**config.mk**
```make
export PLATFORM = sky130hd
export DESIGN_NAME = game_move_controller_flat
export DESIGN_NICKNAME = d
export VERILOG_FILES = /design/src/rtl/game_pkg.sv /design/src/rtl/game_move_controller_if.sv /design/src/rtl/tile_spawner.sv /design/src/rtl/game_move_controller.sv /design/src/flat_wrapper.sv
export SDC_FILE = /design/constraint.sdc
export NUM_CORES = 1
export LEC_CHECK = 0
export ABC_AREA = 1
export CORE_ASPECT_RATIO = 0.6
export CORE_UTILIZATION = 40
export DETAILED_ROUTE_END_ITERATION = 6
export HOLD_SLACK_MARGIN = 0.02
export PLACE_DENSITY = 0.74
export SLEW_MARGIN = 5
export SYNTH_ARGS = -nofsm -noshare
export SYNTH_HDL_FRONTEND = slang
export SYNTH_SLANG_ARGS = --single-unit
export TNS_END_PERCENT = 20
```
**constraint.sdc**
```tcl
create_clock -name clk -period 21.9 [get_ports clk]
set_clock_uncertainty 0.2 [all_clocks]
set_input_delay 2.19 -clock clk [delete_from_list [all_inputs] [get_ports clk]]
set_output_delay 2.19 -clock clk [all_outputs]
set_load 0.02 [all_outputs]
```
**src/rtl/game_pkg.sv**
```systemverilog
// game_pkg: shared types, direction codes and controller states for the 2048 move controller.
package game_pkg;
  typedef logic [11:0] tile_t;
  typedef tile_t [3:0][3:0] board_t;
  typedef logic [19:0] score_t;
  localparam logic [3:0] DIR_UP    = 4'b0001;
  localparam logic [3:0] DIR_DOWN  = 4'b0010;
  localparam logic [3:0] DIR_LEFT  = 4'b0100;
  localparam logic [3:0] DIR_RIGHT = 4'b1000;
  localparam tile_t WIN_VALUE_DEFAULT = 12'd2048;
  typedef enum logic [2:0] {INIT_SPAWN, WAIT_DIR, MOVE, COMMIT, SPAWN, CHECK, WON, OVER} state_t;
endpackage

```
**src/rtl/game_move_controller_if.sv**
```systemverilog
// game_move_controller_if: link between the controller and the move/merge datapath.
interface game_move_controller_if;
  import game_pkg::*;
  logic [3:0] mm_direction;
  board_t mm_board_in;
  board_t mm_board_out;
  score_t mm_score_update;
  logic mm_done;
  modport master(output mm_direction, mm_board_in, input mm_board_out, mm_score_update, mm_done);
  modport slave(input mm_direction, mm_board_in, output mm_board_out, mm_score_update, mm_done);
endinterface

```
**src/rtl/tile_spawner.sv**
```systemverilog
// tile_spawner: free-running LFSR plus a one-cell-per-cycle search for an empty cell.
module tile_spawner import game_pkg::*; #(
  parameter logic [15:0] LFSR_SEED = 16'hACE1
) (
  input  logic       clk,
  input  logic       rst,
  input  logic       start,
  input  board_t     board,
  output logic       done,
  output logic       found,
  output logic [1:0] row,
  output logic [1:0] col,
  output tile_t      value
);
  logic [15:0] lfsr;
  logic active, empty;
  logic [3:0] idx, cnt, cur, cnt_cur;
  tile_t val_q;
  // the first cycle of a request tests the LFSR-chosen cell directly, so a full scan is 16 cycles
  always_comb begin
    cur = active ? idx : lfsr[3:0];
    cnt_cur = active ? cnt : 4'd0;
    value = active ? val_q : (lfsr[7:4] == 4'd0 ? 12'd4 : 12'd2);
    empty = board[cur[3:2]][cur[1:0]] == '0;
    found = start && empty;
    done = start && (empty || cnt_cur == 4'd15);
  end
  assign row = cur[3:2];
  assign col = cur[1:0];
  always_ff @(posedge clk or posedge rst)
    if (rst) begin
      lfsr <= LFSR_SEED;
      active <= 1'b0;
      idx <= '0;
      cnt <= '0;
      val_q <= '0;
    end else begin
      lfsr <= {lfsr[14:0], lfsr[15] ^ lfsr[13] ^ lfsr[12] ^ lfsr[10]};
      active <= start && !done;
      idx <= cur + 4'd1;
      cnt <= cnt_cur + 4'd1;
      val_q <= value;
    end
endmodule

```
**src/rtl/game_move_controller.sv**
```systemverilog
// game_move_controller: 2048 game sequencer driving an external move/merge datapath.
module game_move_controller import game_pkg::*; #(
  parameter tile_t       WIN_VALUE = WIN_VALUE_DEFAULT,
  parameter logic [15:0] LFSR_SEED = 16'hACE1
) (
  input  logic       clk,
  input  logic       rst,
  input  logic [3:0] dir_req,
  input  logic       restart,
  game_move_controller_if.master mm,
  output board_t     board,
  output score_t     score,
  output logic       busy,
  output logic       game_won,
  output logic       game_over
);
  state_t state, state_n;
  logic [3:0] dir_q;
  board_t cap_board;
  score_t cap_score;
  logic init_cnt, win, lose, sp_start, sp_done, sp_found;
  logic [1:0] sp_row, sp_col;
  tile_t sp_value;
  logic [20:0] sum;
  tile_spawner #(.LFSR_SEED(LFSR_SEED)) u_spawner (
    .clk(clk), .rst(rst), .start(sp_start), .board(board),
    .done(sp_done), .found(sp_found), .row(sp_row), .col(sp_col), .value(sp_value)
  );
  always_comb begin
    win = 1'b0;
    lose = 1'b1;
    for (int r = 0; r < 4; r++)
      for (int c = 0; c < 4; c++) begin
        win |= board[r][c] == WIN_VALUE;
        lose &= board[r][c] != '0;
      end
    for (int r = 0; r < 4; r++)
      for (int c = 0; c < 3; c++) lose &= board[r][c] != board[r][c+1];
    for (int r = 0; r < 3; r++)
      for (int c = 0; c < 4; c++) lose &= board[r][c] != board[r+1][c];
  end
  always_comb begin
    state_n = state;
    case (state)
      INIT_SPAWN: if (sp_done && init_cnt) state_n = CHECK;
      WAIT_DIR:   if ($onehot(dir_req)) state_n = MOVE;
      MOVE:       if (mm.mm_done) state_n = COMMIT;
      COMMIT:     state_n = cap_board == board ? WAIT_DIR : SPAWN;
      SPAWN:      if (sp_done) state_n = CHECK;
      CHECK:      state_n = win ? WON : lose ? OVER : WAIT_DIR;
      default:    state_n = state;
    endcase
    if (restart) state_n = INIT_SPAWN;
  end
  assign sp_start = (state == INIT_SPAWN || state == SPAWN) && !restart;
  assign busy = !(state inside {WAIT_DIR, WON, OVER});
  assign game_won = state == WON;
  assign game_over = state == OVER;
  assign mm.mm_direction = state == MOVE ? dir_q : 4'd0;
  assign mm.mm_board_in = board;
  assign sum = {1'b0, score} + {1'b0, cap_score};
  always_ff @(posedge clk or posedge rst)
    if (rst) state <= INIT_SPAWN;
    else state <= state_n;
  always_ff @(posedge clk or posedge rst)
    if (rst) begin
      board <= '0;
      score <= '0;
      cap_board <= '0;
      cap_score <= '0;
      dir_q <= '0;
      init_cnt <= 1'b0;
    end else if (restart) begin
      board <= '0;
      score <= '0;
      init_cnt <= 1'b0;
    end else begin
      if (state == WAIT_DIR) dir_q <= dir_req;
      if (state == MOVE && mm.mm_done) begin
        cap_board <= mm.mm_board_out;
        cap_score <= mm.mm_score_update;
      end
      if (state == COMMIT && state_n == SPAWN) begin
        board <= cap_board;
        score <= sum[20] ? '1 : sum[19:0];
      end
      if (sp_start && sp_found) board[sp_row][sp_col] <= sp_value;
      if (state == INIT_SPAWN && sp_done) init_cnt <= !init_cnt;
    end
endmodule

```
**src/flat_wrapper.sv**
```systemverilog
// flat-port wrapper written by rule: the top's interface ports become plain ports
module game_move_controller_flat import game_pkg::*;
#(
  parameter tile_t       WIN_VALUE = WIN_VALUE_DEFAULT,
  parameter logic [15:0] LFSR_SEED = 16'hACE1
)
  (clk, rst, dir_req, restart, board, score, busy, game_won, game_over, mm_mm_direction, mm_mm_board_in, mm_mm_board_out, mm_mm_score_update, mm_mm_done);
  game_move_controller_if mm_i ();
  input  logic clk;
  input  logic rst;
  input  logic [3:0] dir_req;
  input  logic restart;
  output board_t board;
  output score_t score;
  output logic busy;
  output logic game_won;
  output logic game_over;
  output wire logic [$bits(mm_i.mm_direction)-1:0] mm_mm_direction;
  output wire logic [$bits(mm_i.mm_board_in)-1:0] mm_mm_board_in;
  input wire logic [$bits(mm_i.mm_board_out)-1:0] mm_mm_board_out;
  input wire logic [$bits(mm_i.mm_score_update)-1:0] mm_mm_score_update;
  input wire logic [$bits(mm_i.mm_done)-1:0] mm_mm_done;
  assign mm_mm_direction = mm_i.mm_direction;
  assign mm_mm_board_in = mm_i.mm_board_in;
  assign mm_i.mm_board_out = mm_mm_board_out;
  assign mm_i.mm_score_update = mm_mm_score_update;
  assign mm_i.mm_done = mm_mm_done;
  game_move_controller #(.WIN_VALUE(WIN_VALUE), .LFSR_SEED(LFSR_SEED)) u_core (.clk(clk), .rst(rst), .dir_req(dir_req), .restart(restart), .mm(mm_i), .board(board), .score(score), .busy(busy), .game_won(game_won), .game_over(game_over));
endmodule
```
==> results of run 1 <==
## flip-flops by register name, summed over array words and instances (netlist names), 4 cells and up
| register | flops |
|---|---|
| u_core.board | 192 |
| u_core.score | 20 |
| u_core.cap_board | 192 |
| u_core.dir_q | 4 |
| u_core.cap_score | 20 |
| u_core.u_spawner.lfsr | 16 |
| u_core.u_spawner.val_q | 12 |
| u_core.u_spawner.cnt | 4 |
| u_core.u_spawner.idx | 4 |
## report_power, final
part | internal [W] | switching, W | total [W]
logic | 0.000686 | 0.000885 | 0.00157
registers | 0.00108 | 0.000363 | 0.00144
clock network | 0.000522 | 0.000387 | 0.000908
total | 0.00229 | 0.00163 | 0.00392
## how the worst min path moves through the flow
stage | start | to | depth (start not counted)
final | u_core.u_spawner.lfsr[9] | u_core.u_spawner.lfsr[10] | 0
after floorplan | u_core.u_spawner.lfsr[8] | u_core.u_spawner.lfsr[9] | 0
after global routing | u_core.u_spawner.lfsr[9] | u_core.u_spawner.lfsr[10] | 0
after detailed placement | u_core.u_spawner.lfsr[9] | u_core.u_spawner.lfsr[10] | 0
after global placement | u_core.u_spawner.lfsr[8] | u_core.u_spawner.lfsr[9] | 0
after CTS | u_core.u_spawner.lfsr[9] | u_core.u_spawner.lfsr[10] | 0
## layer usage
metal,share of wire [%],global-route usage [%],wire length (um)
met5,0.11,0,140
met4,3.0,8.49,3680
met3,11,6.96,13900
met2,42,43.0,52800
met1,43,41.0,54000
## cells in the final DEF, fill, tap and decap left out, types with 3 or more instances in the layout
cell	instances
buf_4	22
diode_2	4
nand2_1	1231
a31oi_1	4
or2_2	11
nor2_1	301
clkdlybuf4s50_1	630
dfstp_2	8
clkinvlp_4	3
nor2_2	3
nand3_1	309
nor3_1	19
inv_2	4
clkbuf_1	8
dfrtp_1	461
o21ai_1	6
nand3b_1	3
a21oi_1	52
xnor2_1	372
mux2_2	197
xor2_1	6
clkbuf_8	10
inv_1	597
clkbuf_16	51
bufinv_16	5
ha_1	28
o21ai_0	209
clkinv_2	9
nand4_1	209
inv_6	4
## layout make-up
cell class,instances,area [um2]
Multi-Input combinational cell,2977,16200
Antenna cell,4,10.0
Timing Repair Buffer,653,6490
Inverter,604,2280
Tap cell,1079,1350
Clock inverter,23,270
Sequential cell,469,11700
Clock buffer,69,1440
Fill cell,7859,41800
## stage by stage
stage               power, W  area, um2  hold slack (ns)
floorplan            0.00248      33100            0.131
global placement     0.00295      38100            0.136
detailed placement   0.00299      38100            0.140
CTS                  0.00390      39800            0.157
global route         0.00415      39800            0.173
finish               0.00392      39800            0.155
## logic make-up after synthesis
family                     count (synthesis)  synth area share (%)
and+or+nand+nor                         2095                  26.8
buffers and inverters                   1152                  15.5
DFF                                      469                  35.5
xor gates and xnor gates                 378                  10.0
AOI/OAI and AO/OA                        277                  4.27
muxes                                    197                  6.71
adders and majority gates                 30                  1.18
## worst register-to-register path, stage by stage, from the launching register on
cell and delay, ns:
dfrtp_1 0.84, inv_2 0.17, nand2_1 0.11, nand2_1 0.27, nor2_2 0.52, inv_2 0.13, a21oi_1 0.22, nor2_1 0.06
nand2_1 0.07, nand3_1 0.10, nand2_1 0.12, nand2_1 0.07, nand3_1 0.18, nand3_4 0.40, nand3_4 0.61, buf_4 0.80
nand2_1 0.30, nand3_1 0.13, nand2_1 0.07, inv_1 0.05
==> reports/qor.csv, run 1 <==
metric,value,unit
Antenna Nets Post-Route,0,
later-pin clock latency in the skew report,0.63,ns
hold buffer count at cts,0,
DRC,0,
PD cells,98.4,nW/um2
Iteration-0 DRC Markers,3419,
number of gates resized after CTS,0,
Critical Path Sink,u_core.board[81],
Unique masters post-synth,35,
number of synthesized register bits,469,
per-cell routed wire length,21.2,um
fin crit share,30.3,%
# clock sinks,469,
relative slew slack,14.7,%
cts bufs inserted,49,
Arrival @ worst endpoint,6.95,ns
max-slew violations,0,
clock slew at reported path FFs,0.07,ns
layout net count,5004,
final worst setup slack,15.27,ns
crit-path cells,clkdlybuf4s50_1 -> inv_8 -> buf_4 -> nand2_1 -> inv_1 -> nand3_1 -> nand3_4 -> nand3_4 -> buf_4 -> nand2_1 -> nand3_1 -> nand2_1 -> inv_1,
"count leader, synth",nand2_1,
setup violators final,0,
vias in the first global route,28500,
drt pass-1 iters,6,
Crit path buffers/inverters,6,
Synth-to-Final Area Change,20.5,%
Syn Area/Cell,7.19,um2
Max-cap violations,0,
Core Box Area,81700,um2
# Post-CTS Setup Buffers,0,
synth warn,0,
top-area cell type share of the netlist area,34.9,%
RSZ-0062 raised after global routing,false,
Buffers on Ports,630,
Final Non-Filler Cells,5878,
Worst path top cell family by delay,buffers and inverters,
max incr delay on CP,0.82,ns
Crit. Startpoint,restart,
I/O pins,631,
Worst R2R Start,u_core.u_spawner.active,
crit-path max FO,92,
DR vias,31200,
fmax,151,MHz
Root Buffer,clkbuf_16,
vias per inst,5.30,
CTS tree,yes,
type of the tightest min-delay check,reg2reg,
H-tree depth,2,
Final TNS setup,0,ns
Worst EP required,22.22,ns
largest net degree at the start of global routing,148,
outcome,"finished, final reports clean",
Detailed Route WL,125,mm
fin util,48.8,%
hold violation count in the final report,0,
Final GP Congestion,0.980,
Worst R2R End,u_core.board[81],
crit path kind,in2reg,
die area,83800,um2
CP startpoint kind,primary input,
total grt overflow,0,
worst reg-to-reg path cell count,19,
Post-synth top flop,dfrtp_1,
Least-Margin Pin Slew,1.28,ns
Crit. End Element,register,
Row Count,81,
slowest CP cell,buf_4,
Setup WS pre-CTS,14.79,ns
number of synthesized flops with an enable pin,0,
Syn Nets,4848,
initial antenna violation count,16,
hpwl dp,89.9,mm
starting density of the core,40.5,%
placed cells,5782,
"top cells by area, synth","dfrtp_1 35%, nand2_1 14%, xnor2_1 9.9%",
first-pass GRT wire length,183,mm
Yosys top cell by area,dfrtp_1,
Period minus WS final,6.63,ns
Stages on worst setup path,13,
R2R setup slack,16.42,ns
sequential-to-total area share from yosys stat,35.5,%
commonest cells in the netlist,"1,232 x nand2_1, 598 x inv_1, 461 x dfrtp_1, 372 x xnor2_1, 309 x nand3_1",
Syn Inst Count,4598,
die width,373,um
CTS Buffer Depth,3,
cell mode on critical path,nand2_1,
Post-Syn Area,33100,um2
Tot GR Track Use,28.8,%
maximum vdd drop,0.0000931,V
asr flop ratio synth,100,%
Die Y-Extent,225,um
Leakage,20.6,nW
share of layout cells above drive strength 1,7.07,%
Power figures use the tool's default switching activity.
==> run 2: changes to the inputs <==
- PLACE_DENSITY: 0.74 -> 0.77
- clock period: 21.9 -> 5.9 ns (I/O delays scaled with it)
==> run 2 against run 1 <==
Compared with the run above:
- global-route usage is 0.096 points lower
- sequential share of layout area fell by 0.18 points
- wire length down 0.26%
- utilization grew 0.31 points
- hold slack better by 0.0014 ns
- sequential cell count did not move
- sequential power grew to 3.7 times the previous value
- die area is the same
- final cell count up 0.34%
- first-iteration DRC count up 7.3%
- power grew to 3.7 times the previous value
- critical endpoint is now u_core.board[46]
==> reports/qor.csv, run 2 (synthesized netlist as in run 1, its figures left out) <==
metric,value,unit,change
crit-path max FO,24,,-74%
Least-Margin Pin Slew,1.23,ns,-0.0453 ns
starting density of the core,40.5,%,unchanged
max-slew violations,0,,unchanged
layout net count,5027,,+0.46%
initial antenna violation count,18,,+2
DRC,0,,unchanged
Final Non-Filler Cells,5898,,+0.34%
Final GP Congestion,0.972,,-0.81%
Tot Pwr,0.0146,W,+270%
Hold WS,0.156,ns,+0.00141 ns
outcome,"finished, final reports clean",,
vias per inst,5.30,,about the same
placed cells,5804,,+0.38%
Crit path buffers/inverters,4,,-2
Antenna Nets Post-Route,0,,unchanged
Max-cap violations,0,,unchanged
H-tree depth,2,,unchanged
vias in the first global route,28300,,-0.82%
biggest regs,"u_core.board (192), u_core.cap_board (192)",,
Setup WS pre-CTS,1.40,ns,-13.38 ns
maximum vdd drop,0.000376,V,+300%
Crit. End Element,register,,
Register Area,11700,um2,unchanged
share of layout cells above drive strength 1,7.45,%,+0.38 points
total grt overflow,0,,unchanged
max incr delay on CP,0.79,ns,-0.03 ns
final worst setup slack,1.32,ns,-13.95 ns
hold buffer count at cts,0,,unchanged
# clock sinks,469,,unchanged
metal2 WL,52.6,mm,-0.38%
Worst R2R Start,u_core.u_spawner.active,,
largest net degree at the start of global routing,211,,+43%
Row Count,81,,unchanged
Tot GR Track Use,28.7,%,-0.096 points
Worst path top cell family by delay,simple AND/OR/NAND/NOR gates,,
Root Buffer,clkbuf_16,,
per-cell routed wire length,21.1,um,-0.60%
first-pass GRT wire length,182,mm,-0.49%
cts bufs inserted,50,,+2.0%
cell mode on critical path,nand2_1,,
Iteration-0 DRC Markers,3669,,+7.3%
Core Box Area,81700,um2,unchanged
Period minus WS final,4.58,ns,
Highest Signal Layer,met5,,
fin crit share,77.6,%,
crit-path cells,inv_2 -> nand2_1 -> nand2_1 -> nor2_2 -> inv_2 -> nor2_1 -> nor2_1 -> nand2_1 -> nand2_1 -> nand3_1 -> nand3_1 -> nor2_1 -> nand2_1 -> o21ai_0 -> inv_1 -> nand2_1 -> inv_1,,
Synth-to-Final Area Change,21.3,%,
CTS tree,yes,,
type of the tightest min-delay check,reg2reg,,
HP Start,u_core.u_spawner.lfsr[9],,
Placed Area,38400,um2,+0.65%
Leakage,20.7,nW,+0.65%
RSZ-0062 raised after global routing,false,,
CP startpoint kind,register,,
clock slew at reported path FFs,0.07,ns,about the same
die area,83800,um2,unchanged
crit path kind,reg2reg,,
setup violators final,0,,unchanged
Worst EP required,6.24,ns,-15.98 ns
number of gates resized after CTS,0,,unchanged
Metal-1 WL,53.9,mm,-0.13%
hold violation count in the final report,0,,unchanged
I/O pins,631,,unchanged
slowest CP cell,dfrtp_1,,
met3 WL,14.1,mm,+0.96%
die width,373,um,unchanged
Filler cells,7863,,+0.051%
DR vias,31200,,+0.24%
hpwl dp,90.1,mm,+0.14%
PD cells,365,nW/um2,+270%
fmax,218,MHz,
Buffers on Ports,630,,unchanged
Die Y-Extent,225,um,unchanged
Crit. Startpoint,u_core.u_spawner.active,,
most frequent cells in the layout,"1,231 x nand2_1, 630 x clkdlybuf4s50_1, 597 x inv_1",,
drt pass-1 iters,7,,+1
"most common cell after layout, fill and taps aside",nand2_1,,
CTS Buffer Depth,3,,unchanged
later-pin clock latency in the skew report,0.64,ns,about the same
Detailed Route WL,124,mm,-0.26%
# Post-CTS Setup Buffers,0,,unchanged
Arrival @ worst endpoint,4.92,ns,-2.03 ns
Multi-input gate area,16200,um2,about the same
relative slew slack,17.8,%,+3.0 points
fin area,40100,um2,+0.63%
-- run 2: cell type report --
class / instances / area share (%)
Antenna cell: 3 / 0.0187
Clock buffer: 70 / 3.58
Clock inverter: 21 / 0.724
Inverter: 604 / 5.68
Multi-Input combinational cell: 2977 / 40.5
Sequential cell: 469 / 29.3
Tap cell: 1079 / 3.37
Timing Repair Buffer: 675 / 16.8
-- run 2: path summary, 6_finish.rpt --
check                      cells after the start                   endpoint  slack, ns
setup / recovery                              17           u_core.board[46]       1.32
hold / removal                                 0  u_core.u_spawner.lfsr[10]       0.16
setup reg to reg                              17           u_core.board[46]       1.32
hold reg to reg                                0  u_core.u_spawner.lfsr[10]       0.16
max in group asynchronous                      4       u_core.cap_score[11]       3.63
min in group asynchronous                      2           u_core.board[28]       0.25
-- run 2: stage by stage --
step / TNS, ns / util [%]
after floorplan: -569.03 / -
after global placement: 0 / 47.0
after detailed placement: 0 / 47.0
after CTS: 0 / 49.1
after global routing: 0 / 49.1
final: 0 / 49.1
-- run 2: power by group --
group	switching, W	internal (W)	leakage, nW	total (W)
logic	0.00331	0.00259	13.6	0.00590
registers	0.00130	0.00401	6.25	0.00532
clock network	0.00144	0.00197	0.847	0.00340
total	0.00606	0.00857	20.7	0.0146
-- run 2: metal layers --
metal	vias up	track usage, %
li1	14400	-
met1	14900	41.1
met2	1637	42.1
met3	262	7.55
met4	30	8.20
met5	-	0
